**src/rtl/uart_program_loader_if.sv**
```systemverilog
// uart_program_loader_if: received-byte stream in, instruction-memory write bus out
// master: loader side (consumes rx_done/rx_data, drives mem_we/mem_addr/mem_data)
// slave: environment side (UART receiver plus instruction memory)
interface uart_program_loader_if #(
  parameter int NB_DATA = 8,
  parameter int NB_WORD = 32,
  parameter int NB_ADDR = 10
);
  logic               rx_done;
  logic [NB_DATA-1:0] rx_data;
  logic               mem_we;
  logic [NB_ADDR-1:0] mem_addr;
  logic [NB_WORD-1:0] mem_data;
  modport master (input rx_done, rx_data, output mem_we, mem_addr, mem_data);
  modport slave (output rx_done, rx_data, input mem_we, mem_addr, mem_data);
endinterface

```
**src/rtl/uart_program_loader.sv**
```systemverilog
// uart_program_loader: assembles MSB-first bytes after a load command into words written to instruction memory
// i_clk/i_rst: clock, synchronous active-low reset
// bus: byte stream in, memory write strobe/address/data out
// o_loading/o_load_done: state flags; o_overflow: memory filled before halt; o_cpu_en: clean completion
// o_word_count: words written in the current or last load
module uart_program_loader #(
  parameter int                 NB_DATA   = 8,
  parameter int                 NB_WORD   = 32,
  parameter int                 NB_ADDR   = 10,
  parameter logic [NB_DATA-1:0] CMD_LOAD  = 8'h4C,
  parameter logic [NB_WORD-1:0] HALT_WORD = 32'hFFFF_FFFF
) (
  input  logic                 i_clk,
  input  logic                 i_rst,
  uart_program_loader_if.master bus,
  output logic                 o_loading,
  output logic                 o_load_done,
  output logic                 o_overflow,
  output logic                 o_cpu_en,
  output logic [NB_ADDR:0]     o_word_count
);
  typedef enum logic [1:0] {IDLE, LOAD, DONE} state_t;
  state_t state, state_nx;
  logic [NB_WORD-1:0] word;
  logic [NB_WORD-1:0] shifted;
  logic [1:0]         byte_cnt;
  logic               pend_we;
  logic               pend_halt;
  logic               pend_last;
  logic [NB_ADDR-1:0] addr;
  logic               start;
  logic               take;
  // a command byte only restarts outside LOAD; inside LOAD it is plain data
  assign start   = bus.rx_done && bus.rx_data == CMD_LOAD && state != LOAD;
  assign take    = bus.rx_done && state == LOAD;
  assign shifted = {word[NB_WORD-NB_DATA-1:0], bus.rx_data};
  // the write strobe is the pending flag itself, so it lands one cycle after the 4th byte
  assign bus.mem_we   = pend_we;
  assign bus.mem_addr = addr;
  assign bus.mem_data = word;
  always_ff @(posedge i_clk)
    state <= !i_rst ? IDLE : state_nx;
  always_comb
    state_nx = start ? LOAD :
               (state == LOAD && pend_we && (pend_halt || pend_last)) ? DONE : state;
  always_comb begin
    o_loading   = state == LOAD;
    o_load_done = state == DONE;
    o_cpu_en    = o_load_done && !o_overflow;
  end
  always_ff @(posedge i_clk) begin
    if (!i_rst) begin
      word         <= '0;
      byte_cnt     <= '0;
      pend_we      <= 1'b0;
      pend_halt    <= 1'b0;
      pend_last    <= 1'b0;
      addr         <= '0;
      o_word_count <= '0;
      o_overflow   <= 1'b0;
    end else begin
      if (start) begin
        addr         <= '0;
        o_word_count <= '0;
        byte_cnt     <= '0;
        o_overflow   <= 1'b0;
      end
      // byte capture runs independently of the write cycle so back-to-back bytes are never lost
      if (take) begin
        word     <= shifted;
        byte_cnt <= byte_cnt + 2'd1;
      end
      pend_we <= take && byte_cnt == 2'd3;
      if (take && byte_cnt == 2'd3) begin
        pend_halt <= shifted == HALT_WORD;
        pend_last <= addr == {NB_ADDR{1'b1}};
      end
      if (pend_we) begin
        addr         <= addr + 1'b1;
        o_word_count <= o_word_count + 1'b1;
        if (!pend_halt && pend_last) o_overflow <= 1'b1;
      end
    end
  end
endmodule

```
**src/flat_wrapper.sv**
```systemverilog
// flat-port wrapper written by rule: the top's interface ports become plain ports
module uart_program_loader_flat 
#(
  parameter int                 NB_DATA   = 8,
  parameter int                 NB_WORD   = 32,
  parameter int                 NB_ADDR   = 10,
  parameter logic [NB_DATA-1:0] CMD_LOAD  = 8'h4C,
  parameter logic [NB_WORD-1:0] HALT_WORD = 32'hFFFF_FFFF
)
  (i_clk, i_rst, o_loading, o_load_done, o_overflow, o_cpu_en, o_word_count, bus_rx_done, bus_rx_data, bus_mem_we, bus_mem_addr, bus_mem_data);
  uart_program_loader_if #(.NB_DATA(NB_DATA), .NB_WORD(NB_WORD), .NB_ADDR(NB_ADDR)) bus_i ();
  input  logic i_clk;
  input  logic i_rst;
  output logic o_loading;
  output logic o_load_done;
  output logic o_overflow;
  output logic o_cpu_en;
  output logic [NB_ADDR:0] o_word_count;
  input wire logic [$bits(bus_i.rx_done)-1:0] bus_rx_done;
  input wire logic [$bits(bus_i.rx_data)-1:0] bus_rx_data;
  output wire logic [$bits(bus_i.mem_we)-1:0] bus_mem_we;
  output wire logic [$bits(bus_i.mem_addr)-1:0] bus_mem_addr;
  output wire logic [$bits(bus_i.mem_data)-1:0] bus_mem_data;
  assign bus_i.rx_done = bus_rx_done;
  assign bus_i.rx_data = bus_rx_data;
  assign bus_mem_we = bus_i.mem_we;
  assign bus_mem_addr = bus_i.mem_addr;
  assign bus_mem_data = bus_i.mem_data;
  uart_program_loader #(.NB_DATA(NB_DATA), .NB_WORD(NB_WORD), .NB_ADDR(NB_ADDR), .CMD_LOAD(CMD_LOAD), .HALT_WORD(HALT_WORD)) u_core (.i_clk(i_clk), .i_rst(i_rst), .bus(bus_i), .o_loading(o_loading), .o_load_done(o_load_done), .o_overflow(o_overflow), .o_cpu_en(o_cpu_en), .o_word_count(o_word_count));
endmodule
```
**config.mk**
```make
export PLATFORM = sky130hd
export DESIGN_NAME = uart_program_loader_flat
export DESIGN_NICKNAME = d
export VERILOG_FILES = /design/src/rtl/uart_program_loader_if.sv /design/src/rtl/uart_program_loader.sv /design/src/flat_wrapper.sv
export SDC_FILE = /design/constraint.sdc
export NUM_CORES = 1
export LEC_CHECK = 0
export CORE_MARGIN = 8
export CORE_UTILIZATION = 47
export CTS_BUF_LIST = sky130_fd_sc_hd__clkbuf_8
export DETAILED_ROUTE_END_ITERATION = 8
export PLACE_DENSITY_LB_ADDON = 0.08
export SLEW_MARGIN = 40
export SYNTH_ARGS = -nofsm -noshare
export SYNTH_HDL_FRONTEND = slang
export SYNTH_SLANG_ARGS = --single-unit
export TNS_END_PERCENT = 1
```
**constraint.sdc**
```tcl
create_clock -name i_clk -period 1.5 [get_ports i_clk]
set_input_delay 0.15 -clock i_clk [delete_from_list [all_inputs] [get_ports i_clk]]
set_output_delay 0.15 -clock i_clk [all_outputs]
set_load 0.05 [all_outputs]
```
Word-level counts from Yosys, hierarchy flattened. Cells that the tools add are included.

$add $sub $neg: 3. Eq/ne operators: 7. Muxes and demuxes: 11. Bitwise gates (word level): 1. Reduce and logical (&&, ||, !) cells: 15.

Operators with widths (count): 32-bit == test (second input constant) (1); 11-bit two-way mux (2); 10-bit two-way mux (2); 11-bit by 1-bit adder with 11-bit output (second input constant) (1); 10-bit by 1-bit adder with 10-bit output (second input constant) (1); 10-bit == test (second input constant) (1); 8-bit by 7-bit == test with 1-bit output (second input constant) (1); 1-bit logical AND (8); 2-bit nonzero test (3); 1-bit two-way mux (5); 2-bit == test (second input constant) (2); 2-bit two-way mux (2); 2-bit by 1-bit adder with 2-bit output (second input constant) (1); 2-bit by 1-bit == test with 1-bit output (second input constant) (1); 1-bit logical NOT (2); 2-bit by 1-bit != test with 1-bit output (second input constant) (1); 2-bit OR reduction (1); 1-bit logical OR (1); 1-bit inverter (1).

Register bits: 61. Output and inout port bits: 58.

Longest topological paths before layout. Gate-level depths: netlist of the first run.

Depth after elaboration: 6. Mapped depth: 7. Gate-level depth less buffers: 5.

Worst setup path before layout of the first run. OpenSTA, ideal clock, no wires.

Kind: reg-to-output. Start point: register u_core.state[1]. End point: output port o_cpu_en. Data arrival time: 1.903 ns. Required time: 1.350 ns. Slack: -0.553 ns. Stages on the path, launching flop included: 3. Buffers on the path: 0. Path through: dfxtp_1 > nor2b_1 > nor2b_1.

Longest elaborated chain between the ends: 2.

Ends and longest elaborated chain: from (decl) (RTL line uart_program_loader.sv:23) `state_t state, state_nx;`; from (signal assigned) (RTL line uart_program_loader.sv:42) `state <= !i_rst ? IDLE : state_nx;`; 2-bit == test (RTL line uart_program_loader.sv:48) `o_load_done = state == DONE;`; named net o_load_done (RTL line flat_wrapper.sv:15) `output logic o_load_done;`; 1-bit logical AND (RTL line uart_program_loader.sv:49) `o_cpu_en = o_load_done && !o_overflow;`; to (decl) (RTL line flat_wrapper.sv:17) `output logic o_cpu_en;`.

The timed path passes the listed nets, and every way through them passes these cells.

Final worst setup path of the first run.
Start point: input port bus_rx_data[4]. End point: register u_core.addr[7], in the netlist u_core.bus.mem_addr[7].

Longest elaborated chain between the ends: 4.

Ends and longest elaborated chain: from (decl) (RTL line flat_wrapper.sv:20) `input wire logic [$bits(bus_i.rx_data)-1:0] bus_rx_data;`; 8-bit by 7-bit == test with 1-bit output (RTL line uart_program_loader.sv:34) `assign start = bus.rx_done && bus.rx_data == CMD_LOAD && state != LOAD;`; 1-bit logical AND (2 in series) (RTL line uart_program_loader.sv:34); 2-bit nonzero test (no source line); to (signal assigned) (RTL line uart_program_loader.sv:79) `addr <= addr + 1'b1;`; to (decl) (RTL line uart_program_loader.sv:30) `logic [NB_ADDR-1:0] addr;`.

Every way passes these cells. A chain may end at the register's enable or synchronous reset.

==> summary.txt, run 1 <==
CTS
  – CTS tree: done
  – Sink Count: 61
  – Hold Buf Count CTS: 0
  – # H-tree levels: 3
  – TritonCTS Buffers: 9
  – Clk buf depth: 2
  – Clock transition at the registers of the reported paths: about 0.07 ns
  – Worst skew pair latency: 0.33 ns
  – Root buf cell: clkbuf_8

Critical path
  – WP data required: 1.73 ns
  – Startpoint Class: primary input
  – Critical Path AT: 1.66 ns
  – Buf+Inv Stages, Crit Path: 2
  – FF-to-FF setup slack: 0.08 ns
  – Slowest-stage cell, CP: clkdlybuf4s50_1
  – Crit path kind: in -> reg
  – Crit-path cells: clkdlybuf4s50_1, nor4b_4, a41o_1, buf_12, nand2_1, and3_1
  – Crit Path Max Fanout: 12
  – Worst path max stage delay: 0.48 ns
  – Endpoint class of the critical path: register
  – Crit path max-delay family: buffers and inverters

Floorplanning
  – Die Y: 90.65 um
  – # IOs: roughly 70
  – Core Region: 0.005439 sq mm
  – Die ar.: 0.008217 sq mm
  – FP Rows: 27
  – Overall die width: around 90 um
  – Starting Density: 48.15%

Drt
  – DR pass1 iterations: 5
  – Routed wire per std cell: 15.25 um
  – Post-route ant nets: 0
  – Drt drc: 0
  – Vias: about 2700
  – DRT Wirelength: 7444 um
  – Via/cell ratio: between 5 and 6
  – Initial drt markers: 189

STA
  – Setup ws final: approximately 0.078 ns
  – Fin crit share: 94.81%
  – Worst slew pin tran: between 0.3 and 0.4 ns
  – Final setup viols: 0
  – Hold slack: 0.4556 ns
  – Fin Clk Skew: 0.008912 ns
  – RSZ-0062 raised after global routing: no
  – Fin. max-slew vios: 0
  – Post-route minimum period: 1.422 ns
  – Fmax: ~700 MHz
  – Endpoints failing hold: 0
  – Slew HR: between 70% and 80%

Cells and area
  – Layout Nets: between 400 and 500
  – Area delta synth->final: 45.29%
  – Proportion of layout cells with a drive suffix above 1: 28.85%
  – Diodes inserted: 0
  – Final core occ: 69.96%
  – Fin area: 0.003805 sq mm

Logic synthesis
  – Biggest area consumer among synthesized cells: dfxtp_1
  – Post-Syn Area per Cell: 8.108 sq um
  – Synth top area share: 46.63%
  – Post-synth top flop: dfxtp_1
  – Post-synth ARST share: 0%
  – Post-Syn Area: 0.002619 sq mm
  – YS warnings: 0
  – Number of enable flip-flop cells after synthesis: 0
  – #FFs+latches synth: 61
  – Synth top area cells: dfxtp_1 47%, nand2_1 11%, a21oi_1 9.2%
  – Syn nets: between 300 and 400
  – Yosys cell types: 40
  – Cell count after synthesis: 323
  – Dominant cell by count in the synthesized netlist: nand2_1
  – Register area share after synthesis: 46.63%
  – List of most frequent post-synthesis cells: 79 x nand2_1, 61 x dfxtp_1, 48 x a21oi_1

Global routing
  – Vias in the first global route: 2501
  – Tot GR Track Use: 18.12%
  – Antenna violations before repair: 0
  – First-pass GRT wire length: 12360 um
  – Congestion Overflow GR: 0
  – Largest net degree at the start of global routing: 33

Placement
  – Setup WS pre-CTS: -0.2459 ns
  – DP Area: 0.003548 sq mm
  – Global placement routability congestion: between 0.8 and 0.9
  – # port buffers: 68
  – HPWL Detailed: 5207 um

Min path
  – HP Class: reg -> reg

Status
  – Status: completed

Power and ir drop
  – Pwr dens: 894.0 mW/mm^2
  – Leak pwr: 0.001438 uW
  – Max IR drop VDD: 653.9 uV

Flow run
  – Maxcap violations: 0
[per-layer routing]
metal / track usage, % / vias up / wire length, um
met5: 0 / - / 0
met4: 6.657 / 0 / 66
met3: 5.902 / 7 / 511
met2: 28.01 / 97 / 3494
met1: 22.83 / 1262 / 3372
li1: - / 1331 / -
[tightest hold or removal path, stage by stage (launching register included)]
cell and delay, ns:
dfxtp_1 0.31, nand2_1 0.05, a21oi_1 0.05
[state kept, by name (all words and copies together), names as in the netlist]
| name | cells |
|---|---|
| u_core.o_word_count | 11 |
| u_core.bus.mem_addr | 10 |
| u_core.bus.mem_we | 1 |
| u_core.o_overflow | 1 |
| u_core.pend_halt | 1 |
| u_core.pend_last | 1 |
| u_core.byte_cnt | 2 |
| u_core.bus.mem_data | 32 |
| u_core.state | 2 |
[cells in the final DEF (no fill, tap or decap), types with 10 or more instances in the layout]
| cell type | n |
|---|---|
| nand2_1 | 79 |
| buf_4 | 70 |
| dfxtp_1 | 54 |
| a21oi_1 | 48 |
| o21ai_0 | 20 |
| buf_12 | 15 |
| nand3_1 | 14 |
| nor2_1 | 11 |
| clkbuf_8 | 11 |
| nand4_1 | 10 |
| clkdlybuf4s50_1 | 10 |
[final timing paths]
check	startpoint	endpoint	cells past startpoint
worst max-delay path	bus_rx_data[4]	u_core.bus.mem_addr[7]	6
worst min-delay path	u_core.bus.mem_data[26]	u_core.bus.mem_data[26]	2
worst max register to register	u_core.o_word_count[1]	u_core.o_word_count[10]	5
worst min register to register	u_core.bus.mem_data[26]	u_core.bus.mem_data[26]	2
[logic make-up after synthesis]
family / share of synthesized area [%]
AOI/OAI and AO/OA: 19.64
adders and majority gates: 1.434
buffers and inverters: 4.395
DFF: 46.63
and+or+nand+nor: 27.90
[area by class of cell]
class / count / area [sq um]
inverter: 5 / 18.77
clock buffer: 11 / 151.4
fill: 475 / 1634
timing repair buffer: 95 / 925.9
clock inverter: 5 / 81.33
multi-input combinational: 239 / 1308
tap: 72 / 90.09
sequential: 61 / 1230
[what timing repair did]
action                     in CTS  in global routing
gates resized for setup         0                  8
setup endpoints to repair       0                  6
setup buffers                   0                  0
[where the power goes]
part	internal, uW	switching (uW)	total (uW)
Combinational	49.8	53.6	103
Sequential	1620	0.366	1620
Clock	1030	650	1680
[per-stage QoR]
| stage | setup TNS (ns) | power [uW] | cells |
|---|---|---|---|
| after floorplan | -0.9204 | 1689 | 323 |
| after global placement | -3.173 | 1757 | 472 |
| after detailed placement | -3.725 | 1757 | 472 |
| after CTS | 0 | 3426 | 488 |
| after global routing | 0 | 3538 | 488 |
| final | 0 | 3402 | 488 |
No activity file was read; power rests on OpenSTA's default activity.
==> run 2, diff against run 1 <==
clock period = 1.6 ns   (was 1.5 ns; I/O delays follow)
==> run 2 against run 1 <==
  * Sequential cell count is the same
  * Non-clock buffer count shrank 5
  * Sequential share of layout area up 1.3 points
  * Largest power group unchanged
==> summary.txt, run 2 (same netlist as run 1, synthesis figures left out) <==
Drt
  – Drt drc: 0 (unchanged)
  – Routed wire per std cell: 14.72 um (was 15.25 um)
  – Vias: 2644 (was 2697)
  – Post-route ant nets: 0 (unchanged)
  – Via/cell ratio: 5.474 (was 5.527)
  – Initial drt markers: 124 (was 189)
  – DRT Wirelength: 7111 um (was 7444 um)
  – DR pass1 iterations: 4 (was 5)

STA
  – Setup TNS: 0 ns (unchanged)
  – Setup ws final: 0.1456 ns (was 0.07788 ns)
  – Final setup viols: 0 (unchanged)
  – Hold slack: 0.4558 ns (was 0.4556 ns)
  – Fin. max-slew vios: 0 (unchanged)
  – Worst slew pin tran: 0.4391 ns (was 0.3417 ns)
  – Endpoints failing hold: 0 (unchanged)
  – Slew HR: 70.73% (was 77.08%)
  – Fin Clk Skew: 0.006265 ns (was 0.008912 ns)
  – Post-route minimum period: 1.454 ns
  – Fmax: 687.6 MHz
  – RSZ-0062 raised after global routing: no (unchanged)
  – Fin crit share: 90.90%

CTS
  – CTS tree: done (unchanged)
  – Clock transition at the registers of the reported paths: 0.07 ns (about the same)
  – Post-CTS sizing: 0 (unchanged)
  – Clk buf depth: 2 (unchanged)
  – Hold Buf Count CTS: 0 (unchanged)
  – # H-tree levels: 3 (unchanged)
  – # Post-CTS Setup Buffers: 0 (unchanged)
  – Worst skew pair latency: 0.34 ns (was 0.33 ns)
  – Root buf cell: clkbuf_8 (unchanged)
  – Sink Count: 61 (unchanged)
  – TritonCTS Buffers: 9 (unchanged)

Power and ir drop
  – Max IR drop VDD: 686.6 uV (was 653.9 uV)
  – Pwr dens: 898.8 mW/mm^2 (was 894.0 mW/mm^2)
  – Total power: 3265 uW (was 3402 uW)
  – Leak pwr: 0.001392 uW (was 0.001438 uW)

Global routing
  – Congestion Overflow GR: 0 (unchanged)
  – Antenna violations before repair: 0 (unchanged)
  – Tot GR Track Use: 17.99% (was 18.12%)
  – First-pass GRT wire length: 12350 um (was 12360 um)
  – Vias in the first global route: 2549 (was 2501)
  – Largest net degree at the start of global routing: 35 (was 33)

Floorplanning
  – FP Rows: 27 (unchanged)
  – Overall die width: 90.65 um (unchanged)
  – Starting Density: 48.15% (unchanged)
  – Die ar.: 0.008217 sq mm (unchanged)
  – Core Region: 0.005439 sq mm (unchanged)
  – # IOs: 69 (unchanged)
  – Die Y: 90.65 um (unchanged)

Critical path
  – Critical R2R Launch: u_core.bus.mem_addr[1] (was u_core.o_word_count[1])
  – WP data required: 1.82 ns (was 1.73 ns)
  – Crit path max-delay family: flip-flops (was buffers and inverters)
  – Startpoint Class: register (was primary input)
  – Worst path max stage delay: 0.40 ns (was 0.48 ns)
  – Worst R2R End: u_core.bus.mem_addr[8] (was u_core.o_word_count[10])
  – Crit. path cell count: 5 (was 6)
  – FF-to-FF setup slack: 0.15 ns (was 0.08 ns)
  – Crit path kind: reg -> reg (was in -> reg)
  – Crit Path Max Fanout: 5 (was 12)
  – Endpoint class of the critical path: register (unchanged)
  – R2R depth: 5 (unchanged)
  – Critical Path AT: 1.67 ns (was 1.66 ns)
  – Crit-path cells: ha_1, and4_1, a21oi_1, o21ai_0, a21oi_1 (was clkdlybuf4s50_1, nor4b_4, a41o_1, buf_12, nand2_1, and3_1)
  – Crit-path most repeated cell: a21oi_1
  – Buf+Inv Stages, Crit Path: 0 (was 2)
  – Slowest-stage cell, CP: dfxtp_1 (was clkdlybuf4s50_1)

Min path
  – Hold endpoint: u_core.bus.mem_data[27] (was u_core.bus.mem_data[26])
  – HP Start: u_core.bus.mem_data[27] (was u_core.bus.mem_data[26])
  – HP Class: reg -> reg (unchanged)
  – Worst Hold Path Cells: 2 (unchanged)

Placement
  – Global placement routability congestion: 0.7896 (was 0.8015)
  – HPWL Detailed: 5093 um (was 5207 um)
  – Setup WS pre-CTS: -0.1571 ns (was -0.2459 ns)
  – # port buffers: 68 (unchanged)

Flow run
  – Maxcap violations: 0 (unchanged)

Cells and area
  – Layout Nets: 420 (was 425)
  – Max reg flops: 32 (unchanged)
  – Area delta synth->final: 38.70% (was 45.29%)
  – Most frequent cells in the layout: 79 x nand2_1, 74 x buf_4, 61 x dfxtp_1, 48 x a21oi_1, 21 x o21ai_0 (was 79 x nand2_1, 70 x buf_4, 54 x dfxtp_1, 48 x a21oi_1, 20 x o21ai_0)
  – Diodes inserted: 0 (unchanged)
  – Proportion of layout cells with a drive suffix above 1: 25.55% (was 28.85%)
  – Most common cell after layout, fill and taps aside: nand2_1 (unchanged)

Status
  – Status: completed (unchanged)
## run 2: changes by cell type in the layout (fill, tap and decap cells not counted), sizes merged
cell    delta
bufinv     +1
clkbuf     -2
buf        -5
clkinv     +1
## run 2: final cells by class
type / count / area [sq um]
Tap cell: 72 / 90.09
Clock inverter: 7 / 115.1
Sequential cell: 61 / 1221
Timing Repair Buffer: 90 / 775.7
Clock buffer: 9 / 123.9
Inverter: 5 / 18.77
Multi-Input combinational cell: 239 / 1287
Fill cell: 463 / 1807
## run 2: worst reg2reg max path, stage by stage, from the launching register on
cell and delay, ns:
dfxtp_1 0.40, ha_1 0.25, and4_1 0.33, a21oi_1 0.10, o21ai_0 0.17, a21oi_1 0.09
## run 2: worst max-delay path by stage
stage | from | to
2_1_floorplan | u_core.o_word_count[0] | u_core.o_word_count[10]
3_3_place_gp | bus_rx_data[4] | u_core.o_word_count[4]
3_5_place_dp | bus_rx_data[5] | u_core.o_word_count[4]
4_1_cts | u_core.state[1] | o_cpu_en
5_1_grt | bus_rx_data[5] | u_core.o_word_count[9]
6_report | u_core.bus.mem_addr[1] | u_core.bus.mem_addr[8]
## run 2: per-stage QoR
| stage | std cells | instance area, sq um | util, % |
|---|---|---|---|
| after global routing | 483 | 3632 | 66.78 |
| after floorplan | 323 | 2624 | - |
| after detailed placement | 467 | 3393 | 62.39 |
| final | 483 | 3632 | 66.78 |
| after global placement | 467 | 3393 | 62.39 |
| after CTS | 483 | 3632 | 66.78 |
## run 2: report_power, final
group | leakage, uW | switching (uW) | total [uW] | internal, uW
combinational | 0.000780 | 46.6 | 91.5 | 44.9
sequential | 0.000491 | 0.323 | 1520 | 1520
clock | 0.000121 | 626 | 1660 | 1030
## run 2: layer usage
metal	GRT usage (%)	up-vias	share of wire, %
met5	0	-	0
met4	8.044	0	1.3
met3	4.988	9	6.0
met2	26.49	74	45
met1	23.75	1236	47
li1	-	1325	-
==> run 3, diff against run 2 <==
CORE_UTILIZATION = 45   (was 47)
==> run 3 against run 2 <==
  * Final cell count down 0.41%
  * Clock skew up 0.0012 ns
  * Via count is 0.45% higher
  * Core utilization is 2.2 points lower
  * First-iteration DRC count is 10% lower
  * Count of clock-buffer cells in the layout unchanged
  * Global-route usage is 0.52 points lower
  * Combinational power grew 1%
  * Power is 8.4% lower
  * Die area is 3.7% higher
  * Highest routed layer unchanged
  * Sequential cell count stayed put
  * Largest cell class unchanged
==> summary.txt, run 3 (same netlist as run 1, synthesis figures left out) <==
STA
  – Final setup viols: 0 (unchanged)
  – Hold slack: 0.4382 ns (was 0.4558 ns)
  – Worst slew pin tran: 0.4165 ns (was 0.4391 ns)
  – Fin. max-slew vios: 0 (unchanged)
  – Fin crit share: 93.21% (was 90.90%)
  – Endpoints failing hold: 0 (unchanged)
  – Post-route minimum period: 1.491 ns (was 1.454 ns)
  – RSZ-0062 raised after global routing: yes (was no)
  – Fin Clk Skew: 0.007470 ns (was 0.006265 ns)
  – Setup TNS: 0 ns (unchanged)
  – Fmax: 670.5 MHz (was 687.6 MHz)
  – Slew HR: 72.23% (was 70.73%)

CTS
  – CTS tree: done (unchanged)
  – Sink Count: 61 (unchanged)
  – Hold Buf Count CTS: 0 (unchanged)
  – Clk buf depth: 2 (unchanged)
  – Clock transition at the registers of the reported paths: 0.07 ns (about the same)
  – # Post-CTS Setup Buffers: 0 (unchanged)
  – TritonCTS Buffers: 9 (unchanged)
  – Worst skew pair latency: 0.34 ns (about the same)
  – Root buf cell: clkbuf_8 (unchanged)
  – # H-tree levels: 3 (unchanged)

Cells and area
  – Diodes inserted: 0 (unchanged)
  – Area delta synth->final: 37.36% (was 38.70%)
  – Most frequent cells in the layout: 79 x nand2_1, 70 x buf_4, 60 x dfxtp_1, 48 x a21oi_1, 21 x o21ai_0 (was 79 x nand2_1, 74 x buf_4, 61 x dfxtp_1, 48 x a21oi_1, 21 x o21ai_0)
  – Fin area: 0.003597 sq mm (was 0.003632 sq mm)
  – Max reg flops: 32 (unchanged)
  – Final core occ: 64.53% (was 66.78%)
  – Layout Nets: 418 (was 420)
  – Proportion of layout cells with a drive suffix above 1: 25.92% (was 25.55%)
  – Most common cell after layout, fill and taps aside: nand2_1 (unchanged)

Critical path
  – Crit-path most repeated cell: nor2b_2 (was a21oi_1)
  – Crit path kind: reg -> out (was reg -> reg)
  – Crit-path cells: nor2b_2, nor2b_2, buf_12 (was ha_1, and4_1, a21oi_1, o21ai_0, a21oi_1)
  – Critical R2R Launch: u_core.state[0] (was u_core.bus.mem_addr[1])
  – Endpoint class of the critical path: output pin (was register)
  – Slowest-stage cell, CP: dfxtp_1 (unchanged)
  – Critical Path AT: 1.33 ns (was 1.67 ns)
  – Worst path max stage delay: 0.40 ns (about the same)
  – Startpoint Class: register (unchanged)
  – Critical Path Start: u_core.state[1] (was u_core.bus.mem_addr[1])
  – Crit Path Max Fanout: 5 (unchanged)
  – WP data required: 1.44 ns (was 1.82 ns)

Floorplanning
  – Overall die width: 92.29 um (was 90.65 um)
  – Core Region: 0.005574 sq mm (was 0.005439 sq mm)
  – # IOs: 69 (unchanged)
  – FP Rows: 27 (unchanged)
  – Die Y: 92.29 um (was 90.65 um)
  – Die ar.: 0.008517 sq mm (was 0.008217 sq mm)
  – Starting Density: 46.98% (was 48.15%)

Global routing
  – Congestion Overflow GR: 0 (unchanged)
  – Largest net degree at the start of global routing: 33 (was 35)
  – Antenna violations before repair: 0 (unchanged)
  – Tot GR Track Use: 17.47% (was 17.99%)
  – Vias in the first global route: 2505 (was 2549)
  – First-pass GRT wire length: 12270 um (was 12350 um)

Min path
  – HP Class: in -> reg (was reg -> reg)
  – HP Start: bus_rx_data[0] (was u_core.bus.mem_data[27])

Drt
  – Drt drc: 0 (unchanged)
  – DR pass1 iterations: 4 (unchanged)
  – Routed wire per std cell: 14.99 um (was 14.72 um)
  – Vias: 2656 (was 2644)
  – Via/cell ratio: 5.522 (was 5.474)
  – Initial drt markers: 111 (was 124)
  – Post-route ant nets: 0 (unchanged)
  – DRT Wirelength: 7211 um (was 7111 um)

Flow run
  – Maxcap violations: 0 (unchanged)

Status
  – Status: completed (unchanged)

Power and ir drop
  – Max IR drop VDD: 443.0 uV (was 686.6 uV)
  – Pwr dens: 831.4 mW/mm^2 (was 898.8 mW/mm^2)
  – Leak pwr: 0.001362 uW (was 0.001392 uW)

Placement
  – HPWL Detailed: 5175 um (was 5093 um)
  – DP Area: 0.003391 sq mm (was 0.003393 sq mm)
  – # port buffers: 68 (unchanged)
  – Global placement routability congestion: 0.7877 (was 0.7896)
## run 3: cell types whose count changed in the layout (fill, tap and decap cells not counted), sizes merged
cell	previous run	this run
buf	80	78
inv	5	4
bufinv	3	1
clkinv	3	5
clkinvlp	1	2
## run 3: layer usage
metal  vias up  part of all wire, %  track usage (%)
met2        84                   44            25.57
met4         0                  1.2            6.846
met5         -                    0                0
met1      1238                   48            23.01
li1       1324                    -                -
met3        10                  6.4            5.868
## run 3: where the power goes
| part | switching (uW) | internal [uW] |
|---|---|---|
| registers | 0.318 | 1520 |
| logic | 47.5 | 45.3 |
| clock network | 657 | 723 |
## run 3: final cells by class
type / instances / area, sq um
Tap cell: 72 / 90.09
Multi-Input combinational cell: 239 / 1287
Fill cell: 506 / 1977
Timing Repair Buffer: 88 / 777.0
Clock buffer: 9 / 123.9
Sequential cell: 61 / 1222
Clock inverter: 7 / 76.32
Inverter: 5 / 20.02
## run 3: worst paths after layout
path / endpoint / slack (ns) / depth (start not counted)
setup / recovery: o_cpu_en / 0.11 / 3
hold reg to reg: u_core.bus.mem_data[26] / 0.46 / 2
hold / removal: u_core.bus.mem_data[0] / 0.44 / 3
setup reg to reg: u_core.bus.mem_data[17] / 0.14 / 6
## run 3: per-stage QoR
stage	instances	power, uW	worst slack [ns]
2_1_floorplan	323	1583	-0.1212
6_report	481	2991	0.1087
4_1_cts	481	3014	0.08233
3_5_place_dp	465	1645	-0.1883
3_3_place_gp	465	1645	-0.1315
5_1_grt	481	3105	-0.002084
## run 3: repair_timing
| action | 4_1_cts | 5_1_grt |
|---|---|---|
| gates cloned | 0 | 0 |
| endpoints found under the setup margin | 1 | 4 |
| resized for setup | 1 | 2 |
## run 3: critical path, delay by kind of cell, from the launching register on
family	cells	cell delay (ns)
buffers and inverters	1	0.15
AND/OR/NAND/NOR	2	0.45
flip-flops	1	0.40
